==> src/rtl/pc_reg_pkg.sv <==
// Shared definitions for the program-counter stage: fetch state encoding
// and parameter defaults.
package pc_reg_pkg;

  typedef enum logic [1:0] {
    ST_IDLE  = 2'd0,
    ST_FETCH = 2'd1,
    ST_READY = 2'd2,
    ST_ERROR = 2'd3
  } pc_state_e;

  localparam int          DEF_WIDTH        = 32;
  localparam logic [63:0] DEF_RESET_VECTOR = 64'd0;
  localparam int          DEF_INC          = 1;
  localparam int          DEF_TIMEOUT      = 15;

  // A zero TIMEOUT disables the watchdog; keep the counter at least one bit wide.
  function automatic int wd_cnt_width(input int timeout);
    return (timeout > 0) ? $clog2(timeout + 1) : 1;
  endfunction

endpackage

==> src/rtl/pc_reg_if.sv <==
// Control / instruction-memory bundle of the PC stage. The slave side is the
// PC register itself, the master side is control plus instruction memory.
interface pc_reg_if
  import pc_reg_pkg::*;
#(
  parameter int WIDTH = DEF_WIDTH
);

  logic [WIDTH-1:0] in_PC;
  logic             W_PC;
  logic             stall;
  logic             imem_ack;
  logic             imem_req;
  logic [WIDTH-1:0] PC;
  logic [WIDTH-1:0] PC_ADD;
  logic             instr_valid;
  logic             fetch_err;

  modport master (
    output in_PC, W_PC, stall, imem_ack,
    input  imem_req, PC, PC_ADD, instr_valid, fetch_err
  );

  modport slave (
    input  in_PC, W_PC, stall, imem_ack,
    output imem_req, PC, PC_ADD, instr_valid, fetch_err
  );

endinterface

==> src/rtl/pc_reg_add.sv <==
// Sequential-address incrementer: PC + INC, wrapping modulo 2^WIDTH.
module pc_add
  import pc_reg_pkg::*;
#(
  parameter int WIDTH = DEF_WIDTH,
  parameter int INC   = DEF_INC
) (
  input  logic [WIDTH-1:0] pc,
  output logic [WIDTH-1:0] pc_inc
);

  localparam logic [WIDTH-1:0] INC_W = WIDTH'(INC);

  assign pc_inc = pc + INC_W;

endmodule

==> src/rtl/pc_reg.sv <==
// Program-counter register stage: holds the PC, runs the fetch request/ack
// handshake and flags instruction-memory timeouts.
module pc_reg
  import pc_reg_pkg::*;
#(
  parameter int               WIDTH        = DEF_WIDTH,
  parameter logic [WIDTH-1:0] RESET_VECTOR = WIDTH'(DEF_RESET_VECTOR),
  parameter int               INC          = DEF_INC,
  parameter int               TIMEOUT      = DEF_TIMEOUT
) (
  input  logic     clk,
  input  logic     rst_n,
  pc_reg_if.slave  bus
);

  localparam int             CW       = wd_cnt_width(TIMEOUT);
  localparam logic [CW-1:0]  CNT_LAST = CW'(TIMEOUT - 1);
  localparam logic [CW-1:0]  CNT_ONE  = CW'(1);
  localparam bit             WD_EN    = (TIMEOUT > 0);

  pc_state_e        state_r, state_nxt_s;
  logic [WIDTH-1:0] pc_r, pc_nxt_s;
  logic [CW-1:0]    cnt_r, cnt_nxt_s;
  logic             imem_req_r, instr_valid_r, fetch_err_r;
  logic [WIDTH-1:0] pc_add_s;

  pc_add #(
    .WIDTH (WIDTH),
    .INC   (INC)
  ) u_pc_add (
    .pc     (pc_r),
    .pc_inc (pc_add_s)
  );

  // Next-state, next-PC and watchdog decode.
  always_comb begin
    state_nxt_s = state_r;
    pc_nxt_s    = pc_r;
    cnt_nxt_s   = '0;
    case (state_r)
      ST_IDLE: begin
        state_nxt_s = ST_FETCH;
      end
      ST_FETCH: begin
        if (bus.imem_ack) begin
          state_nxt_s = ST_READY;
        end else if (WD_EN && (cnt_r == CNT_LAST)) begin
          state_nxt_s = ST_ERROR;
        end else if (WD_EN) begin
          cnt_nxt_s = cnt_r + CNT_ONE;
        end else begin
          cnt_nxt_s = '0;
        end
      end
      ST_READY: begin
        // A load requested under stall is dropped, not queued.
        if (bus.W_PC && !bus.stall) begin
          pc_nxt_s    = bus.in_PC;
          state_nxt_s = ST_FETCH;
        end else begin
          state_nxt_s = ST_READY;
        end
      end
      ST_ERROR: begin
        state_nxt_s = ST_ERROR;
      end
      default: begin
        state_nxt_s = ST_IDLE;
      end
    endcase
  end

  // State, PC, watchdog and flag registers; flags decode the next state so
  // they line up with the state register.
  always_ff @(posedge clk or negedge rst_n) begin
    if (!rst_n) begin
      state_r       <= ST_IDLE;
      pc_r          <= RESET_VECTOR;
      cnt_r         <= '0;
      imem_req_r    <= 1'b0;
      instr_valid_r <= 1'b0;
      fetch_err_r   <= 1'b0;
    end else begin
      state_r       <= state_nxt_s;
      pc_r          <= pc_nxt_s;
      cnt_r         <= cnt_nxt_s;
      imem_req_r    <= (state_nxt_s == ST_FETCH);
      instr_valid_r <= (state_nxt_s == ST_READY);
      fetch_err_r   <= (state_nxt_s == ST_ERROR);
    end
  end

  assign bus.PC          = pc_r;
  assign bus.PC_ADD      = pc_add_s;
  assign bus.imem_req    = imem_req_r;
  assign bus.instr_valid = instr_valid_r;
  assign bus.fetch_err   = fetch_err_r;

endmodule
==> src/flat_wrapper.sv <==
// flat-port wrapper written by rule: the top's interface ports become plain ports
module pc_reg_flat import pc_reg_pkg::*;
#(
  parameter int               WIDTH        = DEF_WIDTH,
  parameter logic [WIDTH-1:0] RESET_VECTOR = WIDTH'(DEF_RESET_VECTOR),
  parameter int               INC          = DEF_INC,
  parameter int               TIMEOUT      = DEF_TIMEOUT
)
  (clk, rst_n, bus_in_PC, bus_W_PC, bus_stall, bus_imem_ack, bus_imem_req, bus_PC, bus_PC_ADD, bus_instr_valid, bus_fetch_err);
  pc_reg_if #(.WIDTH(WIDTH)) bus_i ();
  input  logic clk;
  input  logic rst_n;
  input wire logic [$bits(bus_i.in_PC)-1:0] bus_in_PC;
  input wire logic [$bits(bus_i.W_PC)-1:0] bus_W_PC;
  input wire logic [$bits(bus_i.stall)-1:0] bus_stall;
  input wire logic [$bits(bus_i.imem_ack)-1:0] bus_imem_ack;
  output wire logic [$bits(bus_i.imem_req)-1:0] bus_imem_req;
  output wire logic [$bits(bus_i.PC)-1:0] bus_PC;
  output wire logic [$bits(bus_i.PC_ADD)-1:0] bus_PC_ADD;
  output wire logic [$bits(bus_i.instr_valid)-1:0] bus_instr_valid;
  output wire logic [$bits(bus_i.fetch_err)-1:0] bus_fetch_err;
  assign bus_i.in_PC = bus_in_PC;
  assign bus_i.W_PC = bus_W_PC;
  assign bus_i.stall = bus_stall;
  assign bus_i.imem_ack = bus_imem_ack;
  assign bus_imem_req = bus_i.imem_req;
  assign bus_PC = bus_i.PC;
  assign bus_PC_ADD = bus_i.PC_ADD;
  assign bus_instr_valid = bus_i.instr_valid;
  assign bus_fetch_err = bus_i.fetch_err;
  pc_reg #(.WIDTH(WIDTH), .RESET_VECTOR(RESET_VECTOR), .INC(INC), .TIMEOUT(TIMEOUT)) u_core (.clk(clk), .rst_n(rst_n), .bus(bus_i));
endmodule
==> config.mk <==
export PLATFORM = sky130hd
export DESIGN_NAME = pc_reg_flat
export DESIGN_NICKNAME = d
export VERILOG_FILES = /design/src/rtl/pc_reg_pkg.sv /design/src/rtl/pc_reg_if.sv /design/src/rtl/pc_reg_add.sv /design/src/rtl/pc_reg.sv /design/src/flat_wrapper.sv
export SDC_FILE = /design/constraint.sdc
export NUM_CORES = 1
export LEC_CHECK = 0
export BUFFER_PORTS_ARGS = -buffer_cell sky130_fd_sc_hd__buf_2
export CORE_UTILIZATION = 30
export DETAILED_ROUTE_END_ITERATION = 12
export GPL_TIMING_DRIVEN = 0
export SYNTH_ARGS = -nofsm -noshare
export SYNTH_HDL_FRONTEND = slang
export SYNTH_SLANG_ARGS = --single-unit
==> constraint.sdc <==
create_clock -name clk -period 2.2 [get_ports clk]
set_input_delay 0.33 -clock clk [delete_from_list [all_inputs] [get_ports clk]]
set_output_delay 0.33 -clock clk [all_outputs]
set_load 0.02 [all_outputs]
-- Word-level counts from Yosys, hierarchy flattened
Index checks and enable logic that the tools add are counted.
- register bits after elaboration: 41
- input port bits: 37
- output and inout port bits: 67
- logic and storage cells: 26
- add/subtract/negate cells: 2
- equality and inequality tests: 7
- mux-type cells: 7
- reduce and logical (&&, ||, !) cells: 4
- operator list (kind ; count):
    32-bit by 1-bit adder with 32-bit output (second input constant) ; 1
    4-bit 2-to-1 mux ; 3
    2-bit == test (second input constant) ; 4
    2-bit one-hot mux with 4 select lines ; 1
    2-bit 2-to-1 mux ; 3
    4-bit by 1-bit adder with 4-bit output (second input constant) ; 1
    2-bit by 1-bit == test with 1-bit output (second input constant) ; 2
    4-bit == test (second input constant) ; 1
    2-bit zero test ; 1
    2-bit AND reduction ; 1
    1-bit logical AND ; 1
    1-bit zero test ; 1

-- Logic depth before layout (Yosys ltp)
- depth in word-level cells: 5
- gate-level depth with buffers: 6
- mapped depth without buffers: 6

-- Cells and area by module
Synthesis repeated with hierarchy kept, for this count alone.
- cell total of the unflattened synthesis: 197
- area total of the unflattened synthesis: 2428.6 um^2
- by module, submodules not included (module ; instances ; cells an instance ; area an instance (um^2) ; sequential area each (um^2)):
    pc_reg ; 1 ; 101 ; 1744.2 ; 1026.0
    pc_add ; 1 ; 96 ; 684.4 ; 0.0

-- Least setup slack after synthesis
No wires, ideal clock.
- path type: register to output
- from: register u_core.pc_r[0] (netlist: u_core.bus.PC[0])
- to: output bus_PC_ADD[26]
- arrival: 1.772 ns
- data required time: 1.870 ns
- slack: 0.098 ns
- cell stages (with the launch flop): 7
- path buffers: 1
- path through: dfrtp_1 > ha_1 > and3_1 > buf_2 > nand2_1 > nor4_2 > xor2_1
- cells in the longest elaborated chain, start to end: 1
- RTL lines (item ; line ; RTL):
    start: declaration ; pc_reg.sv:22 ; logic [WIDTH-1:0] pc_r, pc_nxt_s;
    start signal: assignment ; pc_reg.sv:85 ; pc_r <= pc_nxt_s;
    32-bit by 1-bit adder with 32-bit output ; pc_reg_add.sv:14 ; assign pc_inc = pc + INC_W;
    end: declaration ; flat_wrapper.sv:19 ; output wire logic [$bits(bus_i.PC_ADD)-1:0] bus_PC_ADD;
Every way passes these cells.

-- Worst setup path after layout
- from: register u_core.pc_r[7] (netlist: u_core.bus.PC[7])
- to: output bus_PC_ADD[26]
The elaborated chain is that of the path after synthesis.

==> flow_summary.toml <==
[die]
initial_core_util = 0.310
core_sq_mm = 0.00729
pin_count = 104
dieArea_sq_mm = 0.00790
rows = 31
die_h_um = 88.9
die_width_um = 88.9

[yosys]
synth_area_leaders = "dfrtp_1 (45%), mux2_2 (12%), xor2_1 (7.0%)"
synthArstFlopShare = 1.00
synth_cells = 196
syn_avg_cell_area_sq_um = 11.5
netlist_area_sq_mm = 0.00226
synth_nets = 236
synth_top_area_cell = "dfrtp_1"
yosys_most_used_dff = "dfrtp_1"
synth_seq_cells = 41
synth-edff-count = 0
ys_warn_count = 0
ys_types = 31
synth_top_area_share = 0.453
synth-seq-area-share = 0.453

[critical_path]
worst-setup-path-type = "reg2out"
end_kind = "output port"
cpPeakStageDelay_ns = 0.43
worstPathArrival_ns = 1.92
path_cells = "and4_1 -> buf_4 -> nand3_2 -> nor4_4 -> xor2_1 -> buf_4"
regToRegSetupSlack_ns = 0.56
reg2reg_depth = 5
startpoint_type = "register"
critPathSlowestCell = "dfrtp_2"
worstPathRequired_ns = 1.87
critPathMostFrequentCell = "buf_4"
r2r-start = "u_core.state_r[1]"
reg2reg_to = "u_core.bus.PC[20]"
path_max_fanout = 7

[layout]
seq_area_sq_mm = 0.00104
drive_gt1_frac = 0.612
num_antenna_cells = 0
fillers = 725
final_area_sq_mm = 0.00332
area_delta_synth_final_pct = 46.8
final_nets = 366
multi_input_area_sq_mm = 0.00127

[power]
power_density_mw_per_mm2 = 1370
max-vdd-ir-drop_v = 0.000867
cellLeakagePower_nw = 1.68
finalPower_mw = 4.56

[sta]
setup_viol = 6
setup_tns_ns = -0.149
period_share = 1.02
hold_viol = 0
drv_slew = 0
fin_skew_ns = 0.00643
period_minus_slack_ns = 2.25
worst_slew_pin_slew_ns = 0.933
fin_ws_ns = -0.0457
rsz0062_at_grt = "true"
max_freq_mhz = 445
relSlewSlack = 0.378

[grt]
grt_pass1_wl_um = 8590
grt_pass1_vias = 1749
grt_overflow = 0
grt_max_degree = 42
grt_util_all_layers = 0.147
antenna_found_initial = 0

[clock_tree]
cts_root_buffer = "clkbuf_8"
cts_tree = "yes"
hold_buffers = 0
clk_pin_slew_ns = 0.09
worstSkewPairLatency_ns = 0.30
clock_path_buffers = 2
clkSinkCount = 41
htreeDepth = 2
numCtsBuffers = 5

[drt]
vias = 1938
drtIter0Drc = 58
drt-total-wl_um = 5840
vias_per_cell = 4.55
wl_per_cell_um = 13.7
post-route-drc-count = 0
dr.pass1.iters = 3
ant_nets = 0

[hold_path]
hp-class = "in2async"

[placement]
globalplace.congestion = 0.725
placed_area_sq_mm = 0.00290
place_hpwl_um = 4180
port_buffers = 103

[flow_run]
max-cap-violations = 0

[outcome]
violations = "negative setup slack"
outcome = "complete, but fails checks"
Yosys cell counts, drive strengths merged, types with 2 or more instances:
master and count:
inv 5, nor3 3, and4 7, buf 8
xor2 18, nand4 7, and3 3, mux2 30
o21ai 2, nand3 11, ha 3, nor4 8
nor2 9, nand2 15, dfrtp 41, nor2b 4
xnor2 14
where the power goes:
part	internal, mW	switching, mW
combinational	1.12	1.42
sequential	1.09	0.428
clock	0.219	0.281
worst max-delay path: cells and delay by family (launching register included):
kind,cells,cell delay [ns]
buf+inv,2,0.32
xor+xnor,1,0.20
flops,1,0.43
simple gates,3,0.67
layout make-up:
cell class | count | share of cell area
buffer | 7 | 0.0162
timing repair buffer | 124 | 0.219
tap | 99 | 0.0373
clock inverter | 3 | 0.00527
clock buffer | 5 | 0.0207
sequential | 41 | 0.313
inverter | 5 | 0.00565
multi-input combinational | 142 | 0.383
worst max path at each step:
stage                                 from              to  slack, ns  cells past startpoint
final                     u_core.bus.PC[7]  bus_PC_ADD[26]      -0.05                      6
after floorplan           u_core.bus.PC[0]  bus_PC_ADD[26]        0.1                      6
after detailed placement  u_core.bus.PC[0]  bus_PC_ADD[26]      0.009                      7
after global placement    u_core.bus.PC[0]  bus_PC_ADD[26]      -0.01                      7
after global routing      u_core.bus.PC[1]  bus_PC_ADD[28]      -0.12                      6
after CTS                 u_core.bus.PC[0]  bus_PC_ADD[31]      -0.03                      7
flip-flops by register name, summed over array words and instances, names as in the netlist:
register	cells
u_core.bus.PC	32
u_core.cnt_r	4
u_core.state_r	2
u_core.bus.fetch_err	1
u_core.bus.imem_req	1
u_core.bus.instr_valid	1
stage by stage:
stage / setup WS, ns / hold WS [ns] / instances / utilization
floorplan: 0.0981 / 0.0344 / 196 / -
global placement: -0.0109 / 0.476 / 398 / 0.398
detailed placement: 0.00935 / 0.484 / 398 / 0.398
CTS: -0.0344 / 0.194 / 413 / 0.431
global route: -0.117 / 0.241 / 426 / 0.456
finish: -0.0457 / 0.175 / 426 / 0.456
repair_timing:
action,in CTS,in global routing
setup endpoints to repair,15,17
gates cloned,0,0
gates resized for setup,26,25
buffers inserted,7,14
pin swaps,10,8
cells by family after synthesis:
kind of cell,after synthesis,share of synthesized area
DFF,41,0.453
xor gates and xnor gates,32,0.124
buffers and inverters,13,0.0315
AOI/OAI and AO/OA,6,0.0166
adders and majority gates,3,0.0166
and+or+nand+nor,71,0.209
muxes,30,0.149
routing by layer:
layer,track usage,wire length (um),vias to the layer above
li1,-,-,943
met1,0.189,2660,924
met2,0.242,2780,64
met3,0.0354,326,7
met4,0.0484,66,0
met5,0,0,-
layout by cell type, fill, tap and decap left out, types with 2 or more instances in the layout:
cell type and instances:
and3_4 2, and4_1 5, and4_4 2, buf_2 90, buf_4 37, buf_6 3, clkbuf_8 5, clkinv_2 2
dfrtp_1 31, dfrtp_2 10, ha_1 2, inv_1 5, mux2_1 6, mux2_2 24, nand2_1 10, nand2_4 4
nand3_1 8, nand3_2 2, nand4_1 7, nor2_1 7, nor2_2 2, nor2b_1 4, nor3_2 2, nor4_2 3
nor4_4 5, o21ai_0 2, xnor2_1 13, xor2_1 18
Power figures use the tool's default switching activity.
